File: src/rtl/ram_sdp.sv
// Simple dual-port synchronous RAM: one write port, one registered read port, one clock.
// Same-address read and write in one cycle returns the new data (write-first); reset clears all storage.
module ram_sdp #(
    parameter int DATA_WIDTH = 8,
    parameter int ADDR_WIDTH = 4,
    parameter int DEPTH      = 16
) (
    input  logic                  clk,
    input  logic                  rst,
    input  logic                  wr_enb,
    input  logic [ADDR_WIDTH-1:0] wr_addr,
    input  logic [DATA_WIDTH-1:0] wr_data,
    input  logic                  rd_enb,
    input  logic [ADDR_WIDTH-1:0] rd_addr,
    output logic [DATA_WIDTH-1:0] rd_data
);

    logic [DATA_WIDTH-1:0] mem [DEPTH];
    logic [DATA_WIDTH-1:0] rd_next;

    // Write-first bypass: a same-address write overrides the stored word.
    always_comb begin
        // NOTE: the default assignment comes first so every path drives rd_next and no latch is inferred.
        rd_next = mem[rd_addr];
        if (wr_enb && (wr_addr == rd_addr)) begin
            rd_next = wr_data;
        end
    end

    always_ff @(posedge clk) begin
        if (rst) begin
            // NOTE: clearing the array on reset keeps it in flops rather than a RAM macro; that is the intended trade here.
            for (int i = 0; i < DEPTH; i++) begin
                mem[i] <= '0;
            end
            rd_data <= '0;
        end else begin
            // NOTE: non-blocking assignments make mem and rd_data update together on the edge, so mem[rd_addr] still reads the old word.
            if (wr_enb) begin
                mem[wr_addr] <= wr_data;
            end
            if (rd_enb) begin
                rd_data <= rd_next;
            end
        end
    end

endmodule

File: config.mk
export PLATFORM = sky130hd
export DESIGN_NAME = ram_sdp
export DESIGN_NICKNAME = d
export VERILOG_FILES = /design/src/rtl/ram_sdp.sv
export SDC_FILE = /design/constraint.sdc
export NUM_CORES = 1
export LEC_CHECK = 0
export BUFFER_PORTS_ARGS = -buffer_cell sky130_fd_sc_hd__buf_4
export CAP_MARGIN = 25
export CORE_ASPECT_RATIO = 0.7
export CORE_UTILIZATION = 54
export DETAILED_ROUTE_END_ITERATION = 8
export MAX_ROUTING_LAYER = met4
export PLACE_DENSITY = 0.71
export SLEW_MARGIN = 20
export SYNTH_ARGS = -nofsm -noshare
export SYNTH_HDL_FRONTEND = slang
export SYNTH_SLANG_ARGS = --single-unit
File: constraint.sdc
create_clock -name clk -period 2.25 [get_ports clk]
set_clock_uncertainty 0.2 [all_clocks]
set_input_delay 0.45 -clock clk [delete_from_list [all_inputs] [get_ports clk]]
set_output_delay 0.45 -clock clk [all_outputs]
set_load 0.01 [all_outputs]
==> run summary, run 1 <==
The logs give 0 ns for the final setup TNS and 0.925 for the global placer's final weighted congestion. The later pin in the worst-skew pair is clocked with a latency of 0.42 ns. After floorplanning, the core was divided into 32 placement rows. For the headroom to the max-slew limit, the log shows 56.5%. The number of DRC markers in iteration 0 was 401. The distinct cell type count of the synthesized netlist is 36, and the fraction of registers with async set/reset is 0%. The top-level I/O count came out at 28.

The time the worst path needs with I/O delays and setup is 1.85 ns, and the leakage power summed over all cells is 2.79 nW. Clock slew at the register clock pins of the worst setup and hold paths: 0.05 ns. The detail route stage leaves a number of antenna-violating nets equal to 0. The repair_antennas step left the layout with diodes totalling 0. The wire length per cell was 21.4 µm.

Worst flop-to-flop path startpoint: mem[6][6]. The number of fill cells is 791. The slew at the pin with the worst max-slew slack is 0.650 ns.

The mean post-synth cell area is 14.2 µm², and the internal reg-to-reg setup slack is 0.49 ns. Once layout is done, the placed cells without fillers occupy 7490 µm². For the worst flop-to-flop path, the logic depth is 4.

The post-cts resize count was 0; the net count after synthesis was 471. The first global-routing pass estimated 21700 µm of wire. The count of buffers added by post-CTS timing repair for setup is 0. The floorplan step defined a die boundary enclosing 12300 µm². The run finished with clean final reports. Summing every instance area after synthesis gives 6430 µm². CTS built an H-tree with a depth of 4. Via count of the first global-routing pass: 3743. TritonCTS built the clock tree. The largest net degree at the start of global routing came out at 29. In this run, post-CTS hold repair placed 0 buffers. The synthesized design contains 136 register bits. The cell count after synthesis is 451, and the final HPWL from detailed placement is 9390 µm. The classification of the worst setup path is input pin to flop. For the final net count, the log shows 516.

The number of sinks driven by the clock tree was 136. The initial antenna violation count is 0, and the horizontal die dimension is 132 µm. Number of buffers created by CTS: 17.

The run gives 3820 as the total via count in the routed design. In this run the clock root is driven by a clkbuf_16. Yosys mapped a number of flops with a built-in enable equal to 128. The total area inside the core boundary comes to 11300 µm².

The tools report the start point of the worst min-delay path as rd_enb. Required time of the critical path: 2.38 ns. The sequential fraction of the synthesis area was 62.3%. Once placement finished, the instance area stood at 6880 µm². The post-synthesis to final-layout area growth was 16.5%. The worst register-to-register path ends at rd_data[6]. The final critical path takes up 82.0% of the cycle. The power density over the cells is 844 nW/µm², and the sum of routed wire length over all layers is 14200 µm. The per-cell via count in the routed design was 5.78; the setup-violating endpoint count in the final report was 0. From bottom edge to top edge, the die measures 93.3 µm. For this run, the top clock speed supported by timing is 0.542 GHz.

Yosys printed 0 warnings. The cell depth of the worst min-delay path was 5; the final global-route overflow total was 0. Setup repair after global routing left no endpoint under its margin.

The run gives 0.258 ns as the worst hold-check slack. The worst hold path belongs to the class input pin to flop. The maximum clock insertion buffer count was 2. The number of detailed-route iterations in the first pass came out at 5. The tools report the category of the worst setup path capture point as a flop. During placement, the flow inserted port buffers numbering 27. Across every metal layer, demand over resource in global routing totals 26.0%. Cells with a size suffix above 1 make up 22.6% of the layout. For the worst setup path, the data arrival time is 1.98 ns. The effective utilization at floorplan came out at 56.9%.

The path with the worst hold slack has its endpoint at rd_data[0]. The worst-case vdd ir drop is 0.763 mV. The final design utilization came out at 66.3%. The most frequently used flop master after synthesis was edfxtp_1. The post-detailed-route DRC marker count was 0. The tools report the startpoint kind of the worst setup timing path as an input pin. Across the run, the number of max-cap violations was 0. The final hold violation count is 0. The run gives 0 as the number of max-slew violations in the final report.

In this run the worst path has a maximum fanout of 17.
-- stage by stage --
stage | setup slack [ns] | power (W) | std cells
2_1_floorplan | 0.192 | 0.00329 | 451
3_3_place_gp | 0.0648 | 0.00348 | 630
3_5_place_dp | 0.0131 | 0.00349 | 630
4_1_cts | 0.442 | 0.00634 | 661
5_1_grt | 0.322 | 0.00649 | 661
6_report | 0.404 | 0.00632 | 661
-- synth_stat cells (8+ instances only) --
master    instances  share of area [%]
mux4_1           15                6.1
a31oi_1           8               0.78
mux4_2            9                3.2
nor2_1           26                1.5
edfxtp_1        128                 60
o31ai_1           8               0.93
or2_2            16                1.6
dfxtp_1           8                2.5
clkbuf_1         16               0.93
mux2i_1          16                2.5
and2_1          128                 12
nand2_1          16               0.93
-- area by class of cell --
type	count	area [µm²]	area share, %
Sequential cell	136	4000	53.5
Clock buffer	17	425	5.68
Clock inverter	14	181	2.42
Multi-Input combinational cell	287	2280	30.4
Timing Repair Buffer	52	403	5.38
Tap cell	153	191	2.56
Inverter	2	7.51	0.100
-- cell usage in the layout (no fill, tap or decap), types with 4 or more instances in the layout --
cell and instances:
bufinv_16 4, o31ai_1 8, mux2i_1 16, nor2_1 26, buf_4 51, xnor2_1 4, and2_1 128, a221oi_1 5
or2_2 16, mux4_2 9, mux2_2 5, o21ai_0 5, dfxtp_1 8, clkbuf_16 17, a31oi_1 8, clkinv_1 5
mux4_1 15, edfxtp_1 128, nand2_1 16, nand3_1 4
-- kinds of logic (layout without fill, tap and decap cells) --
group	after synthesis	count (layout)	share of synthesized area, %
AND/OR/NAND/NOR	205	205	18.6
flip-flops	136	136	62.3
multiplexers	45	45	12.7
AO/OA/AOI/OAI	33	33	3.66
buffers and inverters	28	85	2.28
XOR/XNOR	4	4	0.545
-- routing by layer --
| metal | wire (µm) | global-route usage (%) | up-vias | part of all wire [%] |
|---|---|---|---|---|
| li1 | - | - | 1750 | - |
| met1 | 6370 | 34.6 | 1891 | 45 |
| met2 | 6460 | 38.7 | 157 | 46 |
| met3 | 1120 | 7.75 | 22 | 7.9 |
| met4 | 212 | 8.24 | 0 | 1.5 |
| met5 | 0 | - | - | 0 |
-- worst max-delay path: stages --
cell,delay (ns)
buf_4,0.27
buf_4,0.28
xnor2_1,0.16
nand4_2,0.27
o21a_1,0.36
a31oi_1,0.19
-- registers in the layout, summed over array words and instances, names as in the netlist --
register	flops
mem	128
rd_data	8
-- power by group --
part	total, W	switching, W	internal, W
combinational	0.000482	0.000277	0.000205
clock	0.00287	0.00104	0.00183
sequential	0.00296	0.0000511	0.00291
total	0.00632	0.00137	0.00495
-- worst max-delay path by stage --
stage | start | end | slack (ns) | cells past startpoint
after global placement | rd_addr[1] | rd_data[6] | 0.06 | 6
after global routing | rd_addr[1] | rd_data[1] | 0.32 | 6
after CTS | rd_addr[1] | rd_data[6] | 0.44 | 6
after floorplan | wr_enb | mem[0][0] | 0.19 | 4
final | rd_addr[1] | rd_data[2] | 0.40 | 6
after detailed placement | rd_addr[1] | rd_data[6] | 0.01 | 6
No activity file was read; power rests on OpenSTA's default activity.
==> run 2: changes to the inputs <==
==> constraint.sdc (replaced) <==
create_clock -name clk -period 1.79 [get_ports clk]
set_clock_uncertainty 0.2 [all_clocks]
set_input_delay 0.358 -clock clk [delete_from_list [all_inputs] [get_ports clk]]
set_output_delay 0.358 -clock clk [all_outputs]
set_load 0.01 [all_outputs]
==> run 2 against run 1 <==
Non-clock buffer count up 8; highest routed layer unchanged; first-iteration DRC count up 5.0%; via count up 2.6%; sequential share of layout area down 0.60 points; cell area up 1.1%.
==> run summary, run 2 (synthesis results as in run 1) <==
The setup-violating endpoint count in the final report was 0 (unchanged). The vertical extent of the die is 93.3 µm (unchanged), and the power density over the cells is 1050 nW/µm² (+25%). The worst register-to-register path ends at rd_data[4].

For the worst-case vdd ir drop, the log shows 0.798 mV (+4.6%). The startpoint identified for the worst hold timing path is rd_enb. The startpoint kind of the worst setup timing path is a flop. Count of buffers from port buffering: 27 (unchanged).

Counting flops per register, the top entry is mem. The run gives 638 (+1.3%) as the post-placement cell count. The finished layout cell area came out at 7570 µm² (+1.1%). For the number of core rows, the log shows 32 (unchanged). The max-cap check violation count is 0 (unchanged), and the per-cell via count in the routed design is 5.85 (+1.2%).

The effective utilization at floorplan came out at 56.9% (unchanged). Setup repair after global routing left no endpoint under its margin. The logs give 0 (unchanged) for the number of nets with antenna violations after detailed routing and 66.1% (+9.5 points) for the headroom to the max-slew limit. In the final layout, the registers with the most flip-flops are mem (128), rd_data (8). The delay of the slowest cell on the worst path was 0.57 ns (+0.21 ns); the number of buffers created by CTS was 17 (unchanged). The critical path launch point is mem[7][4]. The run gives 0 (unchanged) as the number of hold-repair buffers added at the cts stage. For the largest net degree at the start of global routing, the log shows 25 (-14%). The leakage power summed over all cells is 2.84 nW (+1.7%). The overall track demand over capacity in global routing came out at 26.9% (+0.90 points).

Slew at the pin with the worst max-slew slack: 0.507 ns (-0.143 ns). The tools report the initial antenna violation count as 0 (unchanged). The area of the die was 12300 µm² (unchanged); the highest fanout seen on the critical path was 1 (-16). The sum of routed wire length over all layers is 14800 µm (+4.6%), and the horizontal die dimension is 132 µm (unchanged). Traced cell by cell, the critical path runs through mux4_1 -> mux2_2 -> nand2_1 -> a31oi_1. The clock slew at the register clock pins of the worst setup and hold paths is 0.06 ns (about the same). Final HPWL from detailed placement: 9830 µm (+4.7%). The library cells used most frequently in the layout, excluding fill and tap cells, are and2_1, edfxtp_1, buf_4.

The post-cts resize count is 0 (unchanged). The internal reg-to-reg setup slack is 0.06 ns (-0.43 ns), and the path depth of the worst reg2reg path is 4 (unchanged). The number of sinks driven by the clock tree was 136 (unchanged).

The tools report the number of detailed-route iterations in the first pass as 5 (unchanged). The standard cell area after detailed placement is 6960 µm² (+1.2%), and the combined buffer and inverter count along the critical path is 0 (-2). The run gives 3920 (+2.6%) as the total via count in the routed design.

The timing-limited maximum frequency was 0.579 GHz; the wire length of the first global-routing pass was 22800 µm (+5.3%). The run gives 0 (unchanged) as the post-detailed-route DRC marker count. The root buffer cell chosen for the clock tree is clkbuf_16. The critical path is of the flop to flop type.

The startpoint identified for the worst register-to-register timing path is mem[7][4]. The time the worst path needs with I/O delays and setup works out to 1.73 ns. The worst setup path is captured at a flop. In the finished design, the share of the clock period the worst path needs comes to 96.5%. The tightest min-delay check is of the input pin to flop type. The cell depth of the worst min-delay path works out to 5 (unchanged). The run gives 2 (unchanged) as the maximum clock insertion buffer count. The run gives 3888 (+3.9%) as the via count of the first global-routing pass. The count of buffers added by post-CTS timing repair for setup is 0 (unchanged), and the critical path arrival is 1.81 ns (-0.17 ns).

The share of post-route cells with drive strength above 1 came out at 24.8% (+2.1 points). The worst-skew pair later-pin latency was 0.42 ns (about the same). The end point of the worst hold path is rd_data[5]. The flow ran to the end, and the final reports show no timing, DRC or antenna violations. Grouping stages by cell kind, the critical path spends the most delay in multiplexers. The logs give 670 (+1.4%) for the number of cells in the finished layout apart from fillers and 1.87 ns (-0.51 ns) for the required time of the critical path.

The tools report the total number of H-tree levels as 4 (unchanged). For the final global-route overflow total, the log shows 0 (unchanged). The cell type of the slowest stage on the worst timing path was mux4_1. The logs give 826 (+4.4%) for the number of fill cells and 0 (unchanged) for the final antenna diode count. The wire length per cell works out to 22.1 µm (+3.2%). The post-synthesis to final-layout area growth was 17.9%; the number of max-slew violations in the final report was 0 (unchanged). The flip-flop count of the largest register after layout is 128 (unchanged). The run gives 524 (+1.6%) as the final net count. The run gives 11300 µm² (unchanged) as the area of the core. The global placer's final weighted congestion was 0.830 (-10%).

The run gives 0 (unchanged) as the final hold violation count. The critical path depth in cells was 4 (-2). TritonCTS built the clock tree. The tools report the top-level I/O count as 28 (unchanged). The number of DRC markers in iteration 0 came out at 421 (+5.0%).
## run 2: how the worst max path moves through the flow
stage	end	slack (ns)
finish	rd_data[4]	0.06
global route	rd_data[4]	0.01
CTS	rd_data[4]	0.06
detailed placement	rd_data[4]	-0.33
global placement	rd_data[2]	-0.31
floorplan	mem[8][0]	-0.05
## run 2: metal layers
layer / GRT usage (%) / share of wire [%] / vias up
met1: 39.2 / 46 / 1949
met4: 8.43 / 1.5 / 0
met3: 4.82 / 8.1 / 21
met5: - / 0 / -
li1: - / - / 1768
met2: 38.6 / 44 / 182
## run 2: final cells by class
class,instances,area [µm²],area share [%]
tap,153,191,2.53
timing repair buffer,60,475,6.28
inverter,2,7.51,0.0991
clock inverter,14,180,2.38
multi-input combinational,287,2290,30.2
clock buffer,18,429,5.67
sequential,136,4000,52.9
## run 2: tightest hold or removal path, delay by kind of cell
| kind | cells | cell delay [ns] |
|---|---|---|
| and+or+nand+nor | 2 | 0.14 |
| buffers and inverters | 1 | 0.15 |
| AOI/OAI and AO/OA | 2 | 0.09 |
## run 2: per-stage QoR
step                worst slack, ns  util [%]  hold slack [ns]  power, W  setup TNS [ns]
global route                 0.0149      67.1            0.210   0.00817               0
CTS                          0.0618      67.1            0.176   0.00799               0
finish                       0.0631      67.1            0.182   0.00798               0
global placement             -0.308      61.7            0.361   0.00441          -14.85
floorplan                   -0.0506         -            0.317   0.00415           -1.41
detailed placement           -0.330      61.7            0.367   0.00442          -16.93
## run 2: power breakdown
part           leakage (nW)  internal [W]  switching (W)
Clock                 0.295       0.00231        0.00130
Sequential             1.29       0.00366      0.0000690
Combinational          1.26      0.000278       0.000358
==> run 3: changes to the inputs <==
--- a/config.mk
+++ b/config.mk
@@ -9,6 +9,7 @@
 export CAP_MARGIN = 25
 export CORE_ASPECT_RATIO = 0.7
 export CORE_UTILIZATION = 54
+export CTS_BUF_LIST = sky130_fd_sc_hd__clkbuf_4 sky130_fd_sc_hd__clkbuf_8
 export DETAILED_ROUTE_END_ITERATION = 8
 export MAX_ROUTING_LAYER = met4
 export PLACE_DENSITY = 0.71
==> run 3 against run 2 <==
Largest power group unchanged; sequential power is essentially flat; critical endpoint unchanged; worst hold slack worse by 0.032 ns; flip-flop and latch count stayed put; utilization fell by 1.7 points; cell count stayed put.
==> run summary, run 3 (synthesis results as in run 1) <==
The run finished with clean final reports. The path depth of the worst reg2reg path was 4 (unchanged). The logs give 0.44 ns (+0.02 ns) for the worst-skew pair later-pin latency and 1.84 ns (+0.03 ns) for the critical path arrival. The cell sitting at the root of the clock tree is a clkbuf_8. The initial antenna violation count is 0 (unchanged), and the cell depth of the worst min-delay path is 4 (-1). Sum of routed wire length over all layers: 14400 µm (-2.5%). mem holds more flip-flops than any other register. The largest net degree at the start of global routing was 25 (unchanged). The category of the worst setup path capture point was a flop. The total number of H-tree levels came out at 4 (unchanged). The tools report the met1 usage in global routing as 37.8% (-1.4 points).

The tools report the post-detailed-route DRC marker count as 0 (unchanged). The effective utilization at floorplan was 56.9% (unchanged). The headroom to the max-slew limit was 68.8% (+2.8 points). The final design utilization was 65.4% (-1.7 points); the post-cts resize count was 0 (unchanged). In the layout the commonest cells are and2_1, edfxtp_1, buf_4.

The worst setup path is of the flop to flop kind. The vertical extent of the die was 93.3 µm (unchanged); the global placer's final weighted congestion was 0.830 (unchanged). The max-cap check violation count came out at 0 (unchanged). The number of cells in the finished layout apart from fillers was 670 (unchanged).

The clock slew at the register clock pins of the worst setup and hold paths works out to 0.08 ns (+0.02 ns). For the count of buffers added by post-CTS timing repair for setup, the log shows 0 (unchanged). For the total via count in the routed design, the log shows 3827 (-2.4%). For the number of detailed-route iterations in the first pass, the log shows 5 (unchanged). Met2 track demand over resource: 36.0% (-2.6 points). Maximum clock insertion buffer count: 2 (unchanged).

The logs give 17 (unchanged) for the number of buffers created by CTS and 0 (unchanged) for the final hold violation count. The run gives 28 (unchanged) as the top-level I/O count. The wire length per cell was 21.5 µm (-2.5%). The type of the worst min-delay path is input pin to flop.

The horizontal die dimension was 132 µm (unchanged); the timing-limited maximum frequency was 0.580 GHz (+0.20%). The share of post-route cells with drive strength above 1 was 25.0% (+0.19 points). Wire length of the first global-routing pass: 22100 µm (-3.1%). Setup repair after global routing left no endpoint under its margin. Post-synthesis to final-layout area growth: 14.9%.

Setup-violating endpoint count in the final report: 0 (unchanged). For the number of core rows, the log shows 32 (unchanged). The post-placement cell count was 638 (unchanged). The global routing stage identified its most utilized layer as met1. The overall track demand over capacity in global routing is 26.3% (-0.53 points), and the met3 layer usage reported by global route is 7.05% (+2.2 points). The final setup TNS came out at 0 ns (unchanged). The area of the core is 11300 µm² (unchanged), and the leakage power summed over all cells is 2.76 nW (-2.9%). The worst setup path is launched from a flop. The run gives 3814 (-1.9%) as the via count of the first global-routing pass. For the worst-case vdd ir drop, the log shows 0.654 mV (-18%).

The flip-flop count of the largest register after layout is 128 (unchanged), and the number of hold-repair buffers added at the cts stage is 0 (unchanged). Count of buffers from port buffering: 27 (unchanged). Highest fanout seen on the critical path: 1 (unchanged).

The number of max-slew violations in the final report was 0 (unchanged). The slew at the pin with the worst max-slew slack is 0.466 ns (-0.0411 ns), and the area of the die is 12300 µm² (unchanged). The final HPWL from detailed placement is 9830 µm (unchanged), and the final antenna diode count is 0 (unchanged). The final global-route overflow total was 0 (unchanged); the number of nets with antenna violations after detailed routing was 0 (unchanged). The power density over the cells is 955 nW/µm² (-9.4%). The part of the cycle the worst path needs is 96.3% (-0.19 points), and the number of DRC markers in iteration 0 is 449 (+6.7%). The per-cell via count in the routed design works out to 5.71 (-2.4%). The number of sinks driven by the clock tree is 136 (unchanged), and the required time of the critical path is 1.90 ns (+0.03 ns). TritonCTS built the clock tree.

The largest registers in the layout are mem (128), rd_data (8). The final net count is 524 (unchanged), and the time the worst path needs with I/O delays and setup is 1.72 ns (-0.00347 ns).
-- run 3: cell counts in the layout (fill, tap and decap cells not counted) --
Identical to the previous run, type by type.
-- run 3: where the power goes --
part	total, W	leakage (nW)	switching (W)	internal [W]
logic	0.000633	1.26	0.000355	0.000278
registers	0.00372	1.29	0.0000674	0.00366
clock network	0.00270	0.211	0.00118	0.00152
-- run 3: final timing paths --
| kind | start | endpoint | slack [ns] |
|---|---|---|---|
| setup / recovery | mem[7][4] | rd_data[4] | 0.07 |
| setup reg to reg | mem[7][4] | rd_data[4] | 0.07 |
| hold reg to reg | rd_data[4] | rd_data[4] | 0.38 |
| hold / removal | rd_addr[0] | rd_data[7] | 0.15 |
-- run 3: critical path, stage by stage, from the launching register on --
cell and delay (ns):
edfxtp_1 0.37, mux4_1 0.57, mux2_2 0.30, nand2_1 0.07, a31oi_1 0.08
-- run 3: metal layers --
| layer | vias to the layer above | routed length [µm] | part of all wire [%] |
|---|---|---|---|
| li1 | 1766 | - | - |
| met1 | 1850 | 6670 | 46 |
| met2 | 190 | 6170 | 43 |
| met3 | 21 | 1320 | 9.1 |
| met4 | 0 | 274 | 1.9 |
| met5 | - | 0 | 0 |
-- run 3: layout make-up --
cell class                 count  area (µm²)
inverter                       2        7.51
timing repair buffer          60         475
multi-input combinational    287        2290
sequential                   136        4000
tap                          153         191
clock buffer                  18         241
clock inverter                14         180
fill                         848        3910
-- run 3: metrics by stage --
step / setup WS [ns] / area, µm² / power [W] / hold WS [ns]
final: 0.0665 / 7390 / 0.00706 / 0.150
after global routing: 0.00962 / 7390 / 0.00726 / 0.150
after CTS: 0.0564 / 7390 / 0.00707 / 0.128
after detailed placement: -0.330 / 6960 / 0.00442 / 0.367
after global placement: -0.308 / 6960 / 0.00441 / 0.361
after floorplan: -0.0506 / 6450 / 0.00415 / 0.317
